`src/rtl/dmem_arbiter_if.sv`:
```
// Request/response and data-memory bus shared by the two requesters and the
// data-memory arbiter.
interface dmem_arbiter_if #(
   parameter int DATA_WIDTH = 32,
   parameter int ADDR_WIDTH = 32
);
   localparam int MASK_SIZE = DATA_WIDTH / 8;

   logic [1:0]              req_valid;
   logic [1:0]              req_ready;
   logic [1:0]              req_we;
   logic [2*MASK_SIZE-1:0]  req_mask;
   logic [2*ADDR_WIDTH-1:0] req_addr;
   logic [2*DATA_WIDTH-1:0] req_wdata;
   logic [1:0]              rsp_valid;
   logic [DATA_WIDTH-1:0]   rsp_rdata;
   logic                    mem_write_en;
   logic [MASK_SIZE-1:0]    mem_mask;
   logic [ADDR_WIDTH-1:0]   mem_addr;
   logic [DATA_WIDTH-1:0]   mem_wdata;
   logic [DATA_WIDTH-1:0]   mem_rdata;

   // Master is the environment: both requesters plus the memory returning rdata.
   modport master (
      output req_valid, req_we, req_mask, req_addr, req_wdata, mem_rdata,
      input  req_ready, rsp_valid, rsp_rdata,
             mem_write_en, mem_mask, mem_addr, mem_wdata
   );

   modport slave (
      input  req_valid, req_we, req_mask, req_addr, req_wdata, mem_rdata,
      output req_ready, rsp_valid, rsp_rdata,
             mem_write_en, mem_mask, mem_addr, mem_wdata
   );
endinterface

```
`src/rtl/dmem_arbiter.sv`:
```
// Two-port round-robin arbiter in front of a single data memory; each
// transaction takes IDLE -> ACCESS -> RESP, one per three cycles at best.
module dmem_arbiter #(
   parameter int DATA_WIDTH = 32,
   parameter int ADDR_WIDTH = 32
) (
   input  logic          clk,
   input  logic          arst_n,
   dmem_arbiter_if.slave bus
);
   localparam int MASK_SIZE = DATA_WIDTH / 8;

   typedef enum logic [1:0] {IDLE, ACCESS, RESP} state_e;

   state_e                  state_q;
   logic                    last_grant_q;
   logic                    port_q;
   logic                    we_q;
   logic [MASK_SIZE-1:0]    mask_q;
   logic [ADDR_WIDTH-1:0]   addr_q;
   logic [DATA_WIDTH-1:0]   wdata_q;
   logic [DATA_WIDTH-1:0]   rdata_q;

   logic [1:0]              grant;
   logic                    gport;

   // Gated by arst_n so req_ready stays low while reset is held.
   always_comb begin
      grant = '0;
      if (state_q == IDLE && arst_n) begin
         if (bus.req_valid == 2'b11) begin
            grant = last_grant_q ? 2'b01 : 2'b10;
         end else begin
            grant = bus.req_valid;
         end
      end
   end

   assign gport         = grant[1];
   assign bus.req_ready = grant;

   always_ff @(posedge clk or negedge arst_n) begin
      if (!arst_n) begin
         state_q      <= IDLE;
         last_grant_q <= 1'b1;
         port_q       <= 1'b0;
         we_q         <= 1'b0;
         mask_q       <= '0;
         addr_q       <= '0;
         wdata_q      <= '0;
         rdata_q      <= '0;
      end else begin
         case (state_q)
            IDLE: begin
               if (|grant) begin
                  last_grant_q <= gport;
                  port_q       <= gport;
                  we_q         <= gport ? bus.req_we[1] : bus.req_we[0];
                  mask_q       <= gport ? bus.req_mask[MASK_SIZE +: MASK_SIZE]
                                        : bus.req_mask[0 +: MASK_SIZE];
                  addr_q       <= gport ? bus.req_addr[ADDR_WIDTH +: ADDR_WIDTH]
                                        : bus.req_addr[0 +: ADDR_WIDTH];
                  wdata_q      <= gport ? bus.req_wdata[DATA_WIDTH +: DATA_WIDTH]
                                        : bus.req_wdata[0 +: DATA_WIDTH];
                  state_q      <= ACCESS;
               end
            end
            ACCESS: begin
               rdata_q <= we_q ? '0 : bus.mem_rdata;
               state_q <= RESP;
            end
            RESP:    state_q <= IDLE;
            default: state_q <= IDLE;
         endcase
      end
   end

   // Memory bus is driven only in ACCESS; an async reset there kills the write at once.
   always_comb begin
      bus.mem_write_en = 1'b0;
      bus.mem_mask     = '0;
      bus.mem_addr     = '0;
      bus.mem_wdata    = '0;
      if (state_q == ACCESS) begin
         bus.mem_write_en = we_q;
         bus.mem_mask     = mask_q;
         bus.mem_addr     = addr_q;
         bus.mem_wdata    = wdata_q;
      end
   end

   assign bus.rsp_valid = (state_q == RESP) ? (port_q ? 2'b10 : 2'b01) : 2'b00;
   assign bus.rsp_rdata = rdata_q;

endmodule

```
`src/flat_wrapper.sv`:
```
// flat-port wrapper written by rule: the top's interface ports become plain ports
module dmem_arbiter_flat 
#(
   parameter int DATA_WIDTH = 32,
   parameter int ADDR_WIDTH = 32
)
  (clk, arst_n, bus_req_valid, bus_req_we, bus_req_mask, bus_req_addr, bus_req_wdata, bus_mem_rdata, bus_req_ready, bus_rsp_valid, bus_rsp_rdata, bus_mem_write_en, bus_mem_mask, bus_mem_addr, bus_mem_wdata);
  dmem_arbiter_if #(.DATA_WIDTH(DATA_WIDTH), .ADDR_WIDTH(ADDR_WIDTH)) bus_i ();
  input  logic clk;
  input  logic arst_n;
  input wire logic [$bits(bus_i.req_valid)-1:0] bus_req_valid;
  input wire logic [$bits(bus_i.req_we)-1:0] bus_req_we;
  input wire logic [$bits(bus_i.req_mask)-1:0] bus_req_mask;
  input wire logic [$bits(bus_i.req_addr)-1:0] bus_req_addr;
  input wire logic [$bits(bus_i.req_wdata)-1:0] bus_req_wdata;
  input wire logic [$bits(bus_i.mem_rdata)-1:0] bus_mem_rdata;
  output wire logic [$bits(bus_i.req_ready)-1:0] bus_req_ready;
  output wire logic [$bits(bus_i.rsp_valid)-1:0] bus_rsp_valid;
  output wire logic [$bits(bus_i.rsp_rdata)-1:0] bus_rsp_rdata;
  output wire logic [$bits(bus_i.mem_write_en)-1:0] bus_mem_write_en;
  output wire logic [$bits(bus_i.mem_mask)-1:0] bus_mem_mask;
  output wire logic [$bits(bus_i.mem_addr)-1:0] bus_mem_addr;
  output wire logic [$bits(bus_i.mem_wdata)-1:0] bus_mem_wdata;
  assign bus_i.req_valid = bus_req_valid;
  assign bus_i.req_we = bus_req_we;
  assign bus_i.req_mask = bus_req_mask;
  assign bus_i.req_addr = bus_req_addr;
  assign bus_i.req_wdata = bus_req_wdata;
  assign bus_i.mem_rdata = bus_mem_rdata;
  assign bus_req_ready = bus_i.req_ready;
  assign bus_rsp_valid = bus_i.rsp_valid;
  assign bus_rsp_rdata = bus_i.rsp_rdata;
  assign bus_mem_write_en = bus_i.mem_write_en;
  assign bus_mem_mask = bus_i.mem_mask;
  assign bus_mem_addr = bus_i.mem_addr;
  assign bus_mem_wdata = bus_i.mem_wdata;
  dmem_arbiter #(.DATA_WIDTH(DATA_WIDTH), .ADDR_WIDTH(ADDR_WIDTH)) u_core (.clk(clk), .arst_n(arst_n), .bus(bus_i));
endmodule
```
`config.mk`:
```
export PLATFORM = sky130hd
export DESIGN_NAME = dmem_arbiter_flat
export DESIGN_NICKNAME = d
export VERILOG_FILES = /design/src/rtl/dmem_arbiter_if.sv /design/src/rtl/dmem_arbiter.sv /design/src/flat_wrapper.sv
export SDC_FILE = /design/constraint.sdc
export NUM_CORES = 1
export LEC_CHECK = 0
export CAP_MARGIN = 20
export CORE_AREA = 2 2 125 127
export CTS_BUF_LIST = sky130_fd_sc_hd__clkbuf_4 sky130_fd_sc_hd__clkbuf_8
export CTS_CLUSTER_SIZE = 30
export DETAILED_ROUTE_END_ITERATION = 7
export DIE_AREA = 0 0 127 129
export PLACE_DENSITY = 0.77
export SYNTH_ARGS = -nofsm -noshare
export SYNTH_HDL_FRONTEND = slang
export SYNTH_SLANG_ARGS = --single-unit
```
`constraint.sdc`:
```
create_clock -name clk -period 1.7 [get_ports clk]
set_clock_uncertainty 0.1 [all_clocks]
set_input_delay 0.34 -clock clk [delete_from_list [all_inputs] [get_ports clk]]
set_output_delay 0.34 -clock clk [all_outputs]
set_load 0.02 [all_outputs]
```
==> results of run 1 <==
-- worst reg2reg max path, stage by stage, from the launching register on --
cell and delay, ps:
dfrtp_1 400, buf_6 130, or3b_4 420, buf_12 210, nor2_8 160, buf_12 150, clkbuf_16 150, a31oi_1 80
-- sequential cells by signal, summed over array words and instances (netlist names) --
name	flops
u_core.port_q	1
u_core.mask_q	4
u_core.wdata_q	32
u_core.last_grant_q	1
u_core.we_q	1
u_core.addr_q	32
u_core.state_q	2
u_core.bus.rsp_rdata	32
-- timing repair --
item / CTS / global route
gates cloned: 2 / 8
endpoints found under the hold margin: 48 / 48
setup buffers: 7 / 5
setup endpoints to repair: 177 / 177
pin swaps: 12 / 2
gates resized for setup: 472 / 46
-- path summary, 6_finish.rpt --
check	start	end	slack, ps	cells after the start
min in group clk	u_core.bus.rsp_rdata[21]$_DFFE_PN0N_	u_core.bus.rsp_rdata[21]$_DFFE_PN0N_	370	2
hold reg to reg	u_core.bus.rsp_rdata[21]$_DFFE_PN0N_	u_core.bus.rsp_rdata[21]$_DFFE_PN0N_	370	2
setup / recovery	u_core.state_q[1]$_DFFE_PN0P_	bus_req_ready[0]	-290	4
setup reg to reg	u_core.state_q[1]$_DFFE_PN0P_	u_core.addr_q[28]$_DFFE_PN0P_	-220	7
max in group asynchronous	arst_n	u_core.state_q[0]$_DFFE_PN0P_	450	3
hold / removal	arst_n	u_core.wdata_q[5]$_DFFE_PN0P_	-110	2
-- final cells by class --
type,count,area (um2),share of cell area
clock buffer,14,174,0.0183
clock inverter,2,37.5,0.00394
inverter,2,15.0,0.00158
multi-input combinational,458,2690,0.283
sequential,105,2630,0.276
tap,188,235,0.0247
timing repair buffer,332,3740,0.393
-- report_power, final --
part,total [mW],leakage (nW),internal [mW],switching (mW)
clock,1.69,0.107,0.814,0.877
sequential,3.47,1.23,3.14,0.331
combinational,3.90,3.07,1.98,1.92
-- logic make-up (layout without fill, tap and decap cells) --
group	Yosys count	after routing	share of synthesized area
AOI/OAI and AO/OA	214	214	0.214
DFF	105	105	0.481
and+or+nand+nor	244	244	0.245
buffers and inverters	72	350	0.0598
-- per-stage QoR --
| stage | hold WS, ps | area [um2] |
|---|---|---|
| after global placement | 349 | 8640 |
| after global routing | -98.4 | 9530 |
| after CTS | -21.1 | 9150 |
| after floorplan | -55.6 | 5540 |
| final | -110 | 9530 |
| after detailed placement | 354 | 8640 |
-- layout by cell type, fill, tap and decap left out --
cell type and instances:
a21bo_2 1, a21boi_4 1, a21oi_1 70, a31oi_1 67, a31oi_2 3, and2_1 3
and2_2 40, and2_4 26, and3b_1 1, buf_12 16, buf_16 2, buf_4 20
buf_6 84, bufinv_16 1, clkbuf_16 6, clkbuf_4 3, clkbuf_8 11, clkdlybuf4s50_1 172
clkinvlp_4 1, dfrtp_1 103, dfrtp_2 1, dfstp_2 1, dlymetal6s2s_1 32, inv_1 1
inv_8 1, nand2_1 64, nand2b_4 1, nand3_1 68, nand3_2 1, nand3b_1 32
nor2_1 1, nor2_4 2, nor2_8 1, nor3b_2 1, nor3b_4 1, o21ai_0 71
o21ai_1 1, or2_2 1, or3b_4 1
-- per-layer routing --
metal / track usage / up-vias
li1: - / 2804
met1: 0.282 / 2831
met2: 0.393 / 239
met3: 0.0516 / 27
met4: 0.0866 / 0
met5: 0 / -
==> reports/qor.csv, run 1 <==
metric;value;unit
status;finished, violations left;
failing checks;hold timing, setup timing;
RSZ-0062 raised after global routing;true;
Worst setup EP type;primary output;
final WL;20.1;mm
vias in the first global route;5760;
Syn. warnings;0;
row count;45;
Initial Utilization;0.365;
met2 wire len;10.2;mm
area leader, netlist;dfrtp_1;
met1 WL;8.10;mm
Hold WS;-110;ps
share of post-route cells with drive strength above 1;0.249;
die area;16400;um2
first-pass GRT wire length;29.6;mm
count leader, synth;dfrtp_1;
CTS Root Buffer Type;clkbuf_8;
Met3 Routed Length;1.36;mm
number of cells produced by synthesis;635;
Least-Margin Pin Slew;774;ps
worst IR drop on VDD;0.511;mV
Leak;4.40;nW
HPWL Detailed;13.0;mm
final hold viol count;48;
Synth Area per Inst;8.60;um2
Synth top area share;0.476;
io pins;279;
CP delay by family, top;simple AND/OR/NAND/NOR gates;
H-tree depth;3;
CTS tree;built;
ANT nets after route;0;
FILL cells;1254;
PortBufs;278;
Vias;5901;
sequential area share after synthesis;0.481;
grt ovf;0;
GRT Util Overall;0.229;
top layer in use;met4;
1st-pass router iterations;5;
CP startpoint kind;register;
CP required;1260;ps
Syn-to-layout area delta;74.4;%
top post-synthesis cells by area;dfrtp_1, a31oi_1, and2_1;
Max Fanout on Critical Path;4;
Seq cells post-synth;105;
WL per Instance;18.3;um
initial antenna violation count;0;
placeable core area;15000;um2
max incr delay on CP;420;ps
final core occ;0.636;
post-synth design cell area;5460;um2
final net count;1082;
worst slack, placed;-617;ps
Chip Height;129;um
Inserted Clock Buffers;9;
post-DR vias/cell;5.36;
leading cell types by count after synthesis;dfrtp_1, o21ai_0, a21oi_1, a31oi_1;
maximum achievable frequency;502;MHz
Post-synth EDFFs;0;
period utilization;1.17;
Power Dens Cells;952;nW/um2
Hold WC Path Type;primary input to asynchronous set/reset pin;
CTS Buffer Depth;2;
detailed router's first-iteration violation count;360;
Clock Latency Late Sink;370;ps
Max-Cap Viols;0;
CP Buf/Inv Count;2;
Slew Limit Fails;0;
Critical-path top delay cell;or3b_4;
# diodes;0;
DIE WIDTH;127;um
Worst Path Class, Setup;register to primary output;
Setup-failing EPs final;143;
total power;9.07;mW
GPL Wtd Cong;0.817;
largest net degree at the start of global routing;71;
most used cell, CP;buf_6;
syn nets;809;
Clock Sinks;105;
Remaining DRCs;0;
ys async rst share;1.00;
final worst path period need;1990;ps
setup TNS;-28240;ps
clock-pin slew on the worst setup and hold paths;90;ps
final std cells w/o fill;1101;
final worst slack;-294;ps
CP Data Arrival Time;1550;ps
Inst Count DP;1064;
crit path cell chain;buf_6, or3b_4, nor2_4, buf_6;
ys flop type;dfrtp_1;
Synth cell types;27;
worst rel slew slack;0.484;
Power figures use the tool's default switching activity.
==> run 2, diff against run 1 <==
- CORE_AREA: 2 2 125 127 -> 2 2 114 116
- DIE_AREA: 0 0 127 129 -> 0 0 116 118
- PLACE_DENSITY: 0.77 -> 0.87
- SLEW_MARGIN: not set -> 25
- clock period: 1.7 -> 2.5 ns (I/O delays scaled with it)
==> run 2 against run 1 <==
The flow now finishes without violations; via count shrank 0.83%; critical path depth grew 1; sequential share of layout area grew 2.7 points; first-iteration DRC count grew 32%; combinational power shrank 41%; clock-buffer cell count shrank 5; clock power shrank 42%; critical path type unchanged; largest cell class unchanged.
==> reports/qor.csv, run 2 (synthesis gave the netlist of run 1 again) <==
metric;value;unit;change
status;finished, final reports clean;;
Worst R2R End;u_core.addr_q[15]$_DFFE_PN0P_;;
Hold WC Path Type;primary input to asynchronous set/reset pin;;
PortBufs;278;;unchanged
row count;41;;-8.9%
period utilization;0.960;;
Clock Latency Late Sink;350;ps;-20 ps
worst r2r src;u_core.state_q[0]$_DFFE_PN0P_;;
Clock Sinks;105;;unchanged
post-route cell area;8660;um2;-9.0%
H-tree depth;3;;unchanged
setup TNS;0;ps;+28,240 ps
post-DR vias/cell;5.49;;+2.4%
maximum achievable frequency;417;MHz;
ANT nets after route;0;;unchanged
GRT Util Overall;0.262;;+0.0338
Worst Path Class, Setup;register to primary output;;
1st-pass router iterations;5;;unchanged
Least-Margin Pin Slew;699;ps;-75.6 ps
Placed Area;8530;um2;-1.3%
Worst setup EP type;primary output;;
Max Fanout on Critical Path;41;;+37
Vias;5852;;-0.83%
first-pass GRT wire length;28.6;mm;-3.4%
FF/Latch Area;2630;um2;about the same
Power Dens Cells;650;nW/um2;-32%
CTS tree;built;;
final core occ;0.698;;+0.0619
internal reg-to-reg setup slack;320;ps;+540 ps
io pins;279;;unchanged
die area;13700;um2;-16%
DIE WIDTH;116;um;-8.7%
detailed router's first-iteration violation count;474;;+32%
final worst path period need;2400;ps;
R2R depth;5;;-2
GPL Wtd Cong;0.826;;+1.0%
placeable core area;12400;um2;-17%
worst IR drop on VDD;0.382;mV;-25%
grt ovf;0;;unchanged
clock-pin slew on the worst setup and hold paths;110;ps;+20 ps
final WL;18.5;mm;-8.2%
largest net degree at the start of global routing;71;;unchanged
Initial Utilization;0.440;;+0.0753
final hold viol count;0;;-100%
# diodes;0;;unchanged
setup bufs post-CTS;0;;-7
final net count;1063;;-1.8%
CP Data Arrival Time;1800;ps;+250 ps
CTS Root Buffer Type;clkbuf_8;;
Setup-failing EPs final;0;;-100%
most common cell after layout, fill and taps aside;clkdlybuf4s50_1;;
vias in the first global route;5701;;-1.0%
worst rel slew slack;0.534;;+0.0504
FILL cells;1026;;-18%
initial antenna violation count;0;;unchanged
CTS Buffer Depth;2;;unchanged
Inserted Clock Buffers;9;;unchanged
Remaining DRCs;0;;unchanged
commonest non-fill, non-tap cells in the layout;clkdlybuf4s50_1, dfrtp_1, o21ai_0;;
Syn-to-layout area delta;58.6;%;
Leak;3.68;nW;-16%
footprint of the multi-input gates;2520;um2;-6.3%
CP startpoint kind;register;;
WL per Instance;17.3;um;-5.2%
HPWL Detailed;12.6;mm;-2.7%
CP required;1900;ps;+640 ps
share of post-route cells with drive strength above 1;0.0716;;-0.177
Slew Limit Fails;0;;unchanged
RSZ-0062 raised after global routing;false;;
Chip Height;118;um;-8.5%
Max-Cap Viols;0;;unchanged
run 2: changes by cell type in the layout (fill, tap and decap cells not counted), sizes merged, moves of 7 or more:
cell | previous run | this run
clkbuf | 20 | 13
dlymetal6s2s | 32 | 0
clkdlybuf4s50 | 172 | 205
clkdlybuf4s15 | 0 | 21
buf | 122 | 35
dlygate4sd2 | 0 | 47
run 2: worst max path at each step:
stage                                   from               end  depth (start not counted)
2_1_floorplan                         arst_n  bus_req_ready[0]                          4
3_3_place_gp                bus_req_valid[1]  bus_req_ready[1]                          4
3_5_place_dp                bus_req_valid[1]  bus_req_ready[1]                          4
4_1_cts        u_core.state_q[0]$_DFFE_PN0P_  bus_req_ready[1]                          3
5_1_grt        u_core.state_q[1]$_DFFE_PN0P_  bus_mem_addr[21]                          5
6_report       u_core.state_q[1]$_DFFE_PN0P_   bus_mem_mask[3]                          5
run 2: area by class of cell:
| class | instances | share of cell area |
|---|---|---|
| multi-input combinational | 458 | 0.291 |
| inverter | 2 | 0.000866 |
| timing repair buffer | 313 | 0.359 |
| sequential | 105 | 0.303 |
| clock buffer | 9 | 0.0143 |
| clock inverter | 7 | 0.00606 |
| tap | 172 | 0.0248 |
run 2: worst max-delay path, cell delays in order (launching register included):
cell           delay [ps]
dfrtp_1               430
nand2b_1              180
inv_2                 130
buf_12                200
and2_1                140
dlygate4sd2_1         350
run 2: stage by stage:
step,setup WS (ps),instances,total power [mW],hold slack [ps]
after detailed placement,-141,1049,4.76,355
after CTS,18.5,1066,5.66,155
after global routing,0.154,1066,5.96,200
final,99.6,1066,5.63,157
after global placement,-119,1049,4.70,348
after floorplan,431,635,3.56,104
run 2: timing repair:
item,CTS,global route
gates resized for setup,73,28
gates cloned,1,0
endpoints found under the setup margin,72,25
hold buffers,0,0
run 2: per-layer routing:
metal,routed length [um],global-route usage,share of wire
met2,9070,0.443,0.49
met5,0,0,0
met3,1680,0.0731,0.091
met4,607,0.109,0.033
met1,7100,0.311,0.38
run 2: power breakdown:
group	internal (mW)	switching, mW	leakage (nW)
registers	2.14	0.225	1.23
logic	1.09	1.20	2.36
clock network	0.371	0.612	0.0900
==> run 3, diff against run 2 <==
- CAP_MARGIN: 20 -> 25
- SETUP_SLACK_MARGIN: not set -> 0.2
==> run 3 against run 2 <==
Die area unchanged; global-route usage is 0.78 points higher; non-clock buffer count increased by 16; via count increased by 3.7%.
==> reports/qor.csv, run 3 (synthesis gave the netlist of run 1 again) <==
metric;value;unit;change
detailed router's first-iteration violation count;494;;+4.2%
post-DR vias/cell;5.61;;+2.1%
clock power share;0.166;;-0.008
CTS Hold Bufs;0;;unchanged
GPL Wtd Cong;0.826;;unchanged
worst IR drop on VDD;0.392;mV;+2.5%
1st-pass router iterations;5;;unchanged
vias in the first global route;5767;;+1.2%
first-pass GRT wire length;29.4;mm;+2.6%
final WL;19.7;mm;+6.7%
commonest non-fill, non-tap cells in the layout;clkdlybuf4s50_1, dfrtp_1, o21ai_0;;
# diodes;0;;unchanged
share of post-route cells with drive strength above 1;0.202;;+0.131
Syn-to-layout area delta;66.9;%;
Leak;3.84;nW;+4.3%
CTS Root Buffer Type;clkbuf_8;;
Max Fanout on Critical Path;8;;-80%
CTS Buffer Depth;2;;unchanged
total power;5.94;mW;+5.4%
max incr delay on CP;450;ps;+20 ps
status;finished, final reports clean;;
final std cells w/o fill;1082;;+1.5%
Switching Power;2.13;mW;+4.2%
Worst Path Class, Setup;register to primary output;;
Power Dens Cells;651;nW/um2;+0.14%
Hold WS;147;ps;-9.80 ps
Worst setup EP type;primary output;;
Inserted Clock Buffers;9;;unchanged
Critical-path top delay cell;dfrtp_1;;
most common cell after layout, fill and taps aside;clkdlybuf4s50_1;;
final core occ;0.735;;+0.0368
Remaining DRCs;0;;unchanged
io pins;279;;unchanged
final hold viol count;0;;unchanged
CP startpoint kind;register;;
Clock Latency Late Sink;350;ps;about the same
Clock Sinks;105;;unchanged
Chip Height;118;um;unchanged
DIE WIDTH;116;um;unchanged
largest net degree at the start of global routing;71;;unchanged
WL per Instance;18.2;um;+5.1%
Vias;6067;;+3.7%
Hold WC Path Type;primary input to asynchronous set/reset pin;;
PortBufs;278;;unchanged
crit path cell chain;nand2b_4, inv_4, buf_12, buf_6, buf_12, clkbuf_16, and2_4, buf_6;;
power share of the combinational group;0.433;;+0.027
RSZ-0062 raised after global routing;true;;
placeable core area;12400;um2;unchanged
CP Data Arrival Time;1720;ps;-80 ps
die area;13700;um2;unchanged
worst rel slew slack;0.530;;-0.00438
HPWL Detailed;12.6;mm;unchanged
worst slack, placed;-141;ps;unchanged
initial antenna violation count;0;;unchanged
Initial Utilization;0.440;;unchanged
ANT nets after route;0;;unchanged
clock-pin slew on the worst setup and hold paths;110;ps;about the same
CP required;1900;ps;about the same
Least-Margin Pin Slew;705;ps;+6.57 ps
CTS tree;built;;
internal reg-to-reg setup slack;270;ps;-50 ps
row count;41;;unchanged
H-tree depth;3;;unchanged
final net count;1079;;+1.5%
final worst path period need;2320;ps;-80.1 ps
Int Power;3.81;mW;+6.1%
GRT Util Overall;0.270;;+0.00783
Seq pwr share;0.401;;-0.018
period utilization;0.928;;-0.0320
switch share;0.358;;-0.00414
Inst Count DP;1049;;unchanged
Slew Limit Fails;0;;unchanged
crit path launch;u_core.state_q[0]$_DFFE_PN0P_;;
grt ovf;0;;unchanged
Max-Cap Viols;0;;unchanged
maximum achievable frequency;431;MHz;+3.5%
final worst slack;180;ps;+80.1 ps
worst r2r src;u_core.state_q[0]$_DFFE_PN0P_;;
Setup-failing EPs final;0;;unchanged
## run 3: final timing paths
kind | to | depth (start not counted)
worst max register to register | u_core.addr_q[15]$_DFFE_PN0P_ | 5
max in group asynchronous | u_core.addr_q[9]$_DFFE_PN0P_ | 3
min in group clk | u_core.bus.rsp_rdata[10]$_DFFE_PN0N_ | 2
worst min register to register | u_core.bus.rsp_rdata[10]$_DFFE_PN0N_ | 2
worst max-delay path | bus_mem_wdata[19] | 8
worst min-delay path | u_core.wdata_q[23]$_DFFE_PN0P_ | 2
## run 3: per-layer routing
metal,track usage,routed length (um),vias up
met3,0.0700,1680,52
met4,0.115,729,0
li1,-,-,2792
met5,0,0,-
met2,0.455,9700,297
met1,0.323,7590,2926
## run 3: per-stage QoR
step / instance area, um2 / setup TNS, ps
CTS: 8550 / 0
detailed placement: 8530 / -162
global placement: 8530 / -119
finish: 9120 / 0
floorplan: 5460 / 0
global route: 9120 / 0
## run 3: final cells by class
class	count	area [um2]
Clock inverter	7	52.6
Tap cell	172	215
Sequential cell	105	2630
Multi-Input combinational cell	458	2620
Clock buffer	9	124
Fill cell	943	3290
Timing Repair Buffer	329	3470
Inverter	2	10.0
## run 3: critical path, delay by kind of cell (launching register included)
family,cells,cell delay (ps)
AND/OR/NAND/NOR,2,250
buffers and inverters,6,660
flip-flops,1,450
## run 3: repair_timing
action	4_1_cts	5_1_grt
setup endpoints to repair	73	64
cloned	3	6
pin swaps	0	17
gates resized for setup	299	144
buffers inserted	4	4
## run 3: power by group through the flow
stage	registers (mW)	clock network, mW	logic [mW]
after global routing	2.43	1.07	2.77
after global placement	2.37	0	2.33
after detailed placement	2.39	0	2.37
final	2.38	0.986	2.57
after floorplan	2.52	0	1.04
after CTS	2.36	1.01	2.33
